## src/rtl/ysyx_041514_alu_data_buff_pkg.sv

```systemverilog
// Shared widths, state encoding and helpers for the mul/div result buffer.
package ysyx_041514_alu_data_buff_pkg;

    localparam int DEF_XLEN     = 64;
    localparam int DEF_INST_LEN = 32;
    localparam int HIT_CNT_W    = 16;

    typedef enum logic {
        BUFF_EMPTY = 1'b0,
        BUFF_FULL  = 1'b1
    } buff_state_e;

    // Perf counter increment that sticks at all-ones instead of wrapping.
    function automatic logic [HIT_CNT_W-1:0] sat_inc(input logic [HIT_CNT_W-1:0] v);
        return (v == {HIT_CNT_W{1'b1}}) ? v : v + {{(HIT_CNT_W-1){1'b0}}, 1'b1};
    endfunction

endpackage

```

## src/rtl/ysyx_041514_alu_data_buff.sv

```systemverilog
// Holds a finished mul/div result and replays it while the same instruction
// stays stalled in EX, so the multi-cycle unit is never restarted.
module ysyx_041514_alu_data_buff
    import ysyx_041514_alu_data_buff_pkg::*;
#(
    parameter int                   XLEN        = DEF_XLEN,
    parameter int                   INST_LEN    = DEF_INST_LEN,
    // Counter value after reset; nonzero only for bring-up of the saturation path.
    parameter logic [HIT_CNT_W-1:0] HIT_CNT_RST = '0
) (
    input  logic                 clk,
    input  logic                 rst,
    input  logic                 alu_data_ready_i,
    input  logic [XLEN-1:0]      alu_data_i,
    input  logic [XLEN-1:0]      ex_pc_i,
    input  logic [INST_LEN-1:0]  ex_inst_i,
    input  logic                 ex_advance_i,
    input  logic                 flush_i,
    output logic                 alu_data_buff_valid_o,
    output logic [XLEN-1:0]      alu_data_buff_o,
    output logic [HIT_CNT_W-1:0] buff_hit_cnt_o
);

    buff_state_e          r_state;
    logic [XLEN-1:0]      r_data;
    logic [XLEN-1:0]      r_tag_pc;
    logic [INST_LEN-1:0]  r_tag_inst;
    logic [HIT_CNT_W-1:0] r_hit_cnt;

    logic w_full;
    logic w_tag_match;
    logic w_hit;

    assign w_full      = (r_state == BUFF_FULL);
    assign w_tag_match = (ex_pc_i == r_tag_pc) && (ex_inst_i == r_tag_inst);

    assign alu_data_buff_valid_o = w_full && w_tag_match && !flush_i;
    assign alu_data_buff_o       = w_full ? r_data : '0;
    assign buff_hit_cnt_o        = r_hit_cnt;

    // A replayed result retires when EX/MEM takes it while the buffer is valid.
    assign w_hit = alu_data_buff_valid_o && ex_advance_i;

    always_ff @(posedge clk) begin
        if (rst) begin
            r_state    <= BUFF_EMPTY;
            r_data     <= '0;
            r_tag_pc   <= '0;
            r_tag_inst <= '0;
            r_hit_cnt  <= HIT_CNT_RST;
        end else begin
            if (w_hit) begin
                r_hit_cnt <= sat_inc(r_hit_cnt);
            end

            case (r_state)
                BUFF_EMPTY: begin
                    // A result consumed in its completion cycle never needs holding.
                    if (alu_data_ready_i && !ex_advance_i && !flush_i) begin
                        r_state    <= BUFF_FULL;
                        r_data     <= alu_data_i;
                        r_tag_pc   <= ex_pc_i;
                        r_tag_inst <= ex_inst_i;
                    end
                end
                BUFF_FULL: begin
                    if (flush_i || ex_advance_i) begin
                        r_state <= BUFF_EMPTY;
                    end else if (alu_data_ready_i) begin
                        r_data     <= alu_data_i;
                        r_tag_pc   <= ex_pc_i;
                        r_tag_inst <= ex_inst_i;
                    end else if (!w_tag_match) begin
                        r_state <= BUFF_EMPTY;
                    end
                end
                default: r_state <= BUFF_EMPTY;
            endcase

            // Execute should be replaying, not recomputing, while the buffer is valid.
            assert (!(alu_data_ready_i && alu_data_buff_valid_o));
        end
    end

endmodule

```

## config.mk

```make
export PLATFORM = sky130hd
export DESIGN_NAME = ysyx_041514_alu_data_buff
export DESIGN_NICKNAME = d
export VERILOG_FILES = /design/src/rtl/ysyx_041514_alu_data_buff_pkg.sv /design/src/rtl/ysyx_041514_alu_data_buff.sv
export SDC_FILE = /design/constraint.sdc
export NUM_CORES = 1
export LEC_CHECK = 0
export CORE_MARGIN = 2
export CORE_UTILIZATION = 49
export CTS_CLUSTER_SIZE = 14
export DETAILED_ROUTE_END_ITERATION = 12
export GPL_TIMING_DRIVEN = 0
export PLACE_DENSITY_LB_ADDON = 0.08
export SKIP_LAST_GASP = 1
export SYNTH_ARGS = -nofsm -noshare
export SYNTH_HDL_FRONTEND = slang
export SYNTH_SLANG_ARGS = --single-unit
```

## constraint.sdc

```tcl
create_clock -name clk -period 6.55 [get_ports clk]
set_input_delay 0.9825 -clock clk [delete_from_list [all_inputs] [get_ports clk]]
set_output_delay 0.9825 -clock clk [all_outputs]
set_load 0.1 [all_outputs]
```

### Word level (Yosys, flattened, before mapping)

Cells that the tools add are included.

| operators by class | value |
|---|---|
| add/sub/neg operators | 1 |
| equality and inequality tests | 6 |
| multiplexer cells | 18 |
| bitwise operators | 2 |
| reduce and logical (&&, ||, !) cells | 11 |

Operator list:

| operator | count |
|---|---|
| 2-to-1 mux 64 bit | 7 |
| one-hot mux 64 bit (2 select lines) | 2 |
| 2-to-1 mux 32 bit | 3 |
| == test 64 bit | 1 |
| one-hot mux 32 bit (2 select lines) | 1 |
| == test 32 bit | 1 |
| adder 16 x 1 -> 16 bit (second input constant) | 1 |
| == test 16 bit (second input constant) | 1 |
| logical AND 1 bit | 6 |
| inequality test 2 bit (second input constant) | 3 |
| 2-to-1 mux 1 bit | 4 |
| AND reduction 3 bit | 1 |
| zero test 1 bit | 2 |
| NOT 1 bit | 2 |
| one-hot mux 1 bit (2 select lines) | 1 |
| AND reduction 2 bit | 1 |
| logical OR 1 bit | 1 |

| storage, ports and cells | value |
|---|---|
| register bits | 177 |
| input port bits | 165 |
| output and inout port bits | 81 |
| word-level logic and storage cells | 43 |

### Logic depth before layout (Yosys ltp)

Gate-level depths: netlist (run 1).

| logic depth | value |
|---|---|
| word-level depth | 6 |
| depth in mapped cells | 10 |
| depth with buffers taken out | 7 |

### Least setup slack after synthesis (run 1)

No wires, ideal clock.

| timing path | value |
|---|---|
| kind | input to output |
| from | input ex_pc_i[17] |
| to | output alu_data_buff_valid_o |
| arrival | 4.510 ns |
| required time | 5.568 ns |
| path slack | 1.057 ns |
| cell stages on the path | 5 |
| buffers on the path | 0 |
| cell sequence | inv_1 -> a2111o_1 -> or4_1 -> or4_4 -> nor3_1 |

| on the way | value |
|---|---|
| word-level cells in the longest chain between the ends | 4 |

RTL lines:

| element | RTL line | RTL |
|---|---|---|
| from (decl) | ysyx_041514_alu_data_buff.sv:15 | `input logic [XLEN-1:0] ex_pc_i,` |
| == test 64 bit | ysyx_041514_alu_data_buff.sv:35 | `assign w_tag_match = (ex_pc_i == r_tag_pc) && (ex_inst_i == r_tag_inst);` |
| logical AND 1 bit | ysyx_041514_alu_data_buff.sv:35 |  |
| logical AND 1 bit (2 in series) | ysyx_041514_alu_data_buff.sv:37 | `assign alu_data_buff_valid_o = w_full && w_tag_match && !flush_i;` |
| to (decl) | ysyx_041514_alu_data_buff.sv:19 | `output logic alu_data_buff_valid_o,` |

No other way between the ends.

### Worst setup path in the final report (run 1)

| timing path | value |
|---|---|
| from | input ex_pc_i[31] |
| to | output alu_data_buff_valid_o |

Same word-level chain as after synthesis.

==> results of run 1 <==
[final cells by class]
cell class,instances,area share
multi-input combinational,765,0.351
sequential,177,0.315
timing repair buffer,244,0.217
clock buffer,21,0.0410
tap,216,0.0241
buffer,66,0.0228
clock inverter,10,0.0184
inverter,31,0.0104
[cell usage in the layout, fill, tap and decap left out, types with 2 or more instances in the layout]
cell             synthesis  routed
clkbuf_1                61      63
a22oi_1                  4       4
nand2b_1                10      10
o31ai_1                  2       2
clkdlybuf4s50_1          0     244
xor2_1                  18      18
xnor2_1                 44      44
o2111ai_1                3       3
nor3_1                   3       3
nor2_1                  10      10
a21oi_1                174     174
nand2_1                327     327
or4_1                    5       5
clkbuf_8                 0       2
clkinv_2                 0       2
a22o_1                   2       2
nand3_1                  7       7
a2111o_1                 2       2
nor4_1                   9       9
and2_1                  67      67
inv_1                   31      31
nor2b_1                 11      11
nand4_1                 20      20
or3_1                    9       9
o22ai_1                 12      12
buf_1                    3       3
o21ai_0                 10      10
dfxtp_1                177     177
mux2_2                   2       2
bufinv_16                0       6
clkbuf_16                0      17
[state kept, by name, indices dropped and copies added (netlist names)]
register,cells
r_data,64
r_tag_pc,64
r_tag_inst,32
buff_hit_cnt_o,16
r_state,1
[power by group]
part	leakage (nW)	internal, mW	switching (mW)
registers	1.44	1.11	0.0185
clock network	0.323	0.734	0.421
logic	2.13	0.144	0.143
[critical path: cells and delay by family]
kind	cells	cell delay (ps)
AOI/OAI and AO/OA	1	280
buffers and inverters	2	1710
and+or+nand+nor	4	1650
[path summary, 6_finish.rpt]
kind,slack (ps),start,end,cells after the start
max reg2reg,3220,r_tag_inst[17]$_SDFFE_PP0P_,buff_hit_cnt_o[4]$_SDFFE_PP0P_,10
min,450,r_data[50]$_SDFFE_PP0P_,r_data[50]$_SDFFE_PP0P_,2
max,940,ex_pc_i[31],alu_data_buff_valid_o,7
min reg2reg,450,r_data[50]$_SDFFE_PP0P_,r_data[50]$_SDFFE_PP0P_,2
[cells by family after synthesis]
| kind of cell | synth area share |
|---|---|
| simple gates | 0.279 |
| compound gates | 0.148 |
| flops | 0.451 |
| buf+inv | 0.0475 |
| xor+xnor | 0.0691 |
| mux | 0.00414 |
| fa+ha+maj | 0.00159 |
[routing by layer]
metal / vias to the layer above / wire length, um / GRT usage / part of all wire
li1: 3934 / - / - / -
met1: 3608 / 10500 / 0.367 / 0.42
met2: 307 / 11700 / 0.470 / 0.47
met3: 40 / 1940 / 0.0554 / 0.079
met4: 0 / 590 / 0.0907 / 0.024
met5: - / 0 / 0 / 0
[through the flow]
stage | total power [mW] | setup slack, ps | std cells | util
finish | 2.57 | 940 | 1530 | 0.713
global placement | 1.43 | 1010 | 1499 | 0.670
global route | 2.64 | 894 | 1530 | 0.713
detailed placement | 1.44 | 1000 | 1499 | 0.670
CTS | 2.57 | 968 | 1530 | 0.713
floorplan | 1.27 | 1060 | 1039 | -
==> impl_metrics.toml, run 1 <==
[finish]
num-fill-cells = 1376
drive_gt1_frac = 0.0274
seqCellArea_mm2 = 0.00354
diodes = 0
finalNetCount = 1468
multi_input_area_mm2 = 0.00394
final_area_mm2 = 0.0112
area_growth_pct = 43.0

[yosys]
ys.flop_type = "dfxtp_1"
syn_avg_cell_area_um2 = 7.56
synthMostInstantiatedCell = "nand2_1"
synth_nets = 1205
ys_seq_area_frac = 0.451
yosysTopAreaCell = "dfxtp_1"
synth_top_cell_area_share = 0.451
yosysWarnings = 0
ys_async_sr_fraction = 0
netlist_top_cells_count = "327 x nand2_1, 177 x dfxtp_1, 174 x a21oi_1"
synth_edf_count = 0
ys_ff_latch = 177
ys_types = 42
synthTopCellsByArea = "dfxtp_1 45%, nand2_1 16%, a21oi_1 11%"
synth_cells = 1039
netlist_area_mm2 = 0.00786

[setup_path]
arrival_ps = 4630
cp_slowest_cell = "clkdlybuf4s50_1"
end_kind = "primary output"
slowest_delay_ps = 1230
cpMostUsedCell = "clkdlybuf4s50_1"
worstPathMaxFanout = 3
cp.required_ps = 5570
worstSetupStartpointType = "input port"
path_cells = "clkdlybuf4s50_1 -> and2b_1 -> a2111o_1 -> or4_1 -> or4_4 -> nor3_1 -> clkdlybuf4s50_1"
crit_type = "in -> out"

[timing]
slew_headroom = 0.328
post-route-period-util = 0.856
fmax_ghz = 0.178
rsz0062_at_grt = "no"
skew_ps = 9.31
layout_min_cycle_time_ps = 5610
tightestPinTransition_ps = 1000
setup_viol = 0
hold_viol_final = 0
hold_slack_ps = 447
slew_violations = 0
finalSetupTns_ps = 0

[die]
fp.dieW_um = 131
dieHeight_um = 131
ioPinCount = 246
rows = 46
dieArea_mm2 = 0.0171
core-area_mm2 = 0.0158
start_util = 0.498

[clocking]
cts_tree = "yes"
cts_buffer_depth = 2
cts_buffers = 17
cts_root_buffer = "clkbuf_16"
postCtsSetupBuffers = 0
clk_pin_slew_ps = 60
clock_latency_ps = 430
cts_max_level = 4
cts-resized-gates = 0
holdBufCountCts = 0
cts.sinks = 177

[min_path]
hold_path.class = "reg -> reg"

[placement]
hpwl_um = 18600
placed_cell_area_mm2 = 0.0106
port_buffers = 244
gp_congestion = 0.878

[global_routing]
grt_start_max_net_pins = 17
grt_usage = 0.281
grt-ovfl-total = 0
first_global_vias = 7082
grt_antenna_before_repair = 1
grt_pass1_wl_um = 36500

[route]
firstDrtPassIters = 6
post-route-drc-count = 0
vias = 7889
vias_per_cell = 5.16
routedWlPerCell_um = 16.1
drt_iter0_drc = 495
ant_nets = 0
totalWireLength_um = 24700

[power]
ir_drop_mv = 0.161
p_leak_nw = 3.89
pwr_density_cell_mw_per_mm2 = 229

[status]
status = "complete, no violations"

[flow_run]
drv_cap = 0
Note: power is estimated with default switching activity, not from simulation.
==> run 2: changes to the inputs <==
--- a/config.mk
+++ b/config.mk
@@ -6,7 +6,7 @@
 export NUM_CORES = 1
 export LEC_CHECK = 0
 export CORE_MARGIN = 2
-export CORE_UTILIZATION = 49
+export CORE_UTILIZATION = 47
 export CTS_CLUSTER_SIZE = 14
 export DETAILED_ROUTE_END_ITERATION = 12
 export GPL_TIMING_DRIVEN = 0
==> constraint.sdc (replaced) <==
create_clock -name clk -period 6.08 [get_ports clk]
set_input_delay 0.912 -clock clk [delete_from_list [all_inputs] [get_ports clk]]
set_output_delay 0.912 -clock clk [all_outputs]
set_load 0.1 [all_outputs]
==> run 2 against run 1 <==
Against the previous run: sequential cell count did not move; non-clock buffer count did not move; count of clock-buffer cells in the layout did not move; core utilization fell by 3.0 points; critical path type unchanged; die area rose by 4.1%; routed wire length rose by 0.40%; largest cell class unchanged; highest routed layer unchanged; critical path depth did not move; via count fell by 0.53%; global-route usage fell by 0.89 points.
==> impl_metrics.toml, run 2 (synthesis gave the netlist of run 1 again) <==
[clocking]
cts_tree = "yes"
cts.sinks = 177
postCtsSetupBuffers = 0
clock_latency_ps = 430
cts_max_level = 4
cts_buffer_depth = 2
cts_buffers = 17
clk_pin_slew_ps = 60
cts_root_buffer = "clkbuf_16"
holdBufCountCts = 0
cts-resized-gates = 0

[route]
totalWireLength_um = 24800
firstDrtPassIters = 5
ant_nets = 0
routedWlPerCell_um = 16.2
drt_iter0_drc = 523
vias_per_cell = 5.11
vias = 7847
post-route-drc-count = 0

[timing]
rsz0062_at_grt = "no"
hold_viol_final = 0
skew_ps = 9.48
post-route-period-util = 0.900
fmax_ghz = 0.183
finalWorstSetupSlack_ps = 609
setup_viol = 0
slew_violations = 0
finalSetupTns_ps = 0
hold_slack_ps = 448
slew_headroom = 0.311
tightestPinTransition_ps = 1030
layout_min_cycle_time_ps = 5470

[power]
power.total_mw = 2.77
ir_drop_mv = 0.208
pwr_density_cell_mw_per_mm2 = 247
p_leak_nw = 3.89

[finish]
instances_no_fill = 1536
top_regs = "r_data (64), r_tag_pc (64), r_tag_inst (32)"
drive_gt1_frac = 0.0281
mostFrequentLayoutCells = "327 x nand2_1, 244 x clkdlybuf4s50_1, 177 x dfxtp_1"
area_growth_pct = 43.1
fin_util = 0.683
final_area_mm2 = 0.0112
layout_commonest_cell = "nand2_1"
finalNetCount = 1468

[global_routing]
first_global_vias = 7330
grt_pass1_wl_um = 37700
grt_start_max_net_pins = 17
grt_antenna_before_repair = 1
grt-ovfl-total = 0
grt_usage = 0.272

[die]
dieHeight_um = 133
rows = 47
fp.dieW_um = 133
ioPinCount = 246
dieArea_mm2 = 0.0178
core-area_mm2 = 0.0165
start_util = 0.477

[setup_path]
rr_worst_depth = 10
r2r-end = "buff_hit_cnt_o[5]$_SDFFE_PP0P_"
end_kind = "primary output"
worstPathMaxFanout = 3
cp.required_ps = 5170
r2r-start = "r_tag_inst[17]$_SDFFE_PP0P_"
crit_type = "in -> out"
worstSetupStartpointType = "input port"
rrSetupSlack_ps = 2730
arrival_ps = 4560

[min_path]
min_to = "r_data[1]$_SDFFE_PP0P_"
hold_path.class = "reg -> reg"
min_delay_path_depth = 2
hold_start = "r_data[1]$_SDFFE_PP0P_"

[placement]
placed_cell_area_mm2 = 0.0106
dp_slack_ps = 651
placed_cells = 1503
port_buffers = 244
gp_congestion = 0.871
hpwl_um = 18400

[status]
status = "complete, no violations"

[flow_run]
drv_cap = 0
## run 2: changes by cell type in the layout (fill, tap and decap cells not counted), sizes merged
cell	previous run	this run
clkinv	3	4
diode	0	1
## run 2: critical path, cell delays in order
cell and delay, ps:
clkdlybuf4s50_1 490, and2b_1 210, a2111o_1 280, or4_1 410
or4_4 580, nor3_1 450, clkdlybuf4s50_1 1220
## run 2: area by class of cell
cell class	instances	area [um2]
diodes	1	2.50
clock inverters	11	208
inverters	31	116
flip-flops and latches	177	3540
plain buffers	66	256
clock buffers	21	460
well taps	220	275
fillers	1442	5220
repair buffers	244	2440
multi-input cells	765	3940
## run 2: worst max path at each step
stage	from	end	slack, ps	cells past startpoint
detailed placement	ex_pc_i[31]	alu_data_buff_valid_o	650	7
CTS	ex_pc_i[31]	alu_data_buff_valid_o	640	7
global placement	ex_pc_i[31]	alu_data_buff_valid_o	630	7
finish	ex_pc_i[31]	alu_data_buff_valid_o	610	7
floorplan	ex_pc_i[17]	alu_data_buff_valid_o	730	5
global route	ex_pc_i[17]	alu_data_buff_valid_o	570	7
## run 2: power breakdown
| part | switching (mW) | internal, mW | total (mW) |
|---|---|---|---|
| clock | 0.459 | 0.791 | 1.25 |
| combinational | 0.154 | 0.156 | 0.309 |
| sequential | 0.0197 | 1.19 | 1.21 |
| total | 0.633 | 2.14 | 2.77 |
## run 2: layer usage
layer | GRT usage | share of wire | vias to the layer above
met3 | 0.0540 | 0.072 | 37
met5 | 0 | 0 | -
met4 | 0.0928 | 0.021 | 0
met2 | 0.456 | 0.47 | 283
li1 | - | - | 3931
met1 | 0.352 | 0.44 | 3596
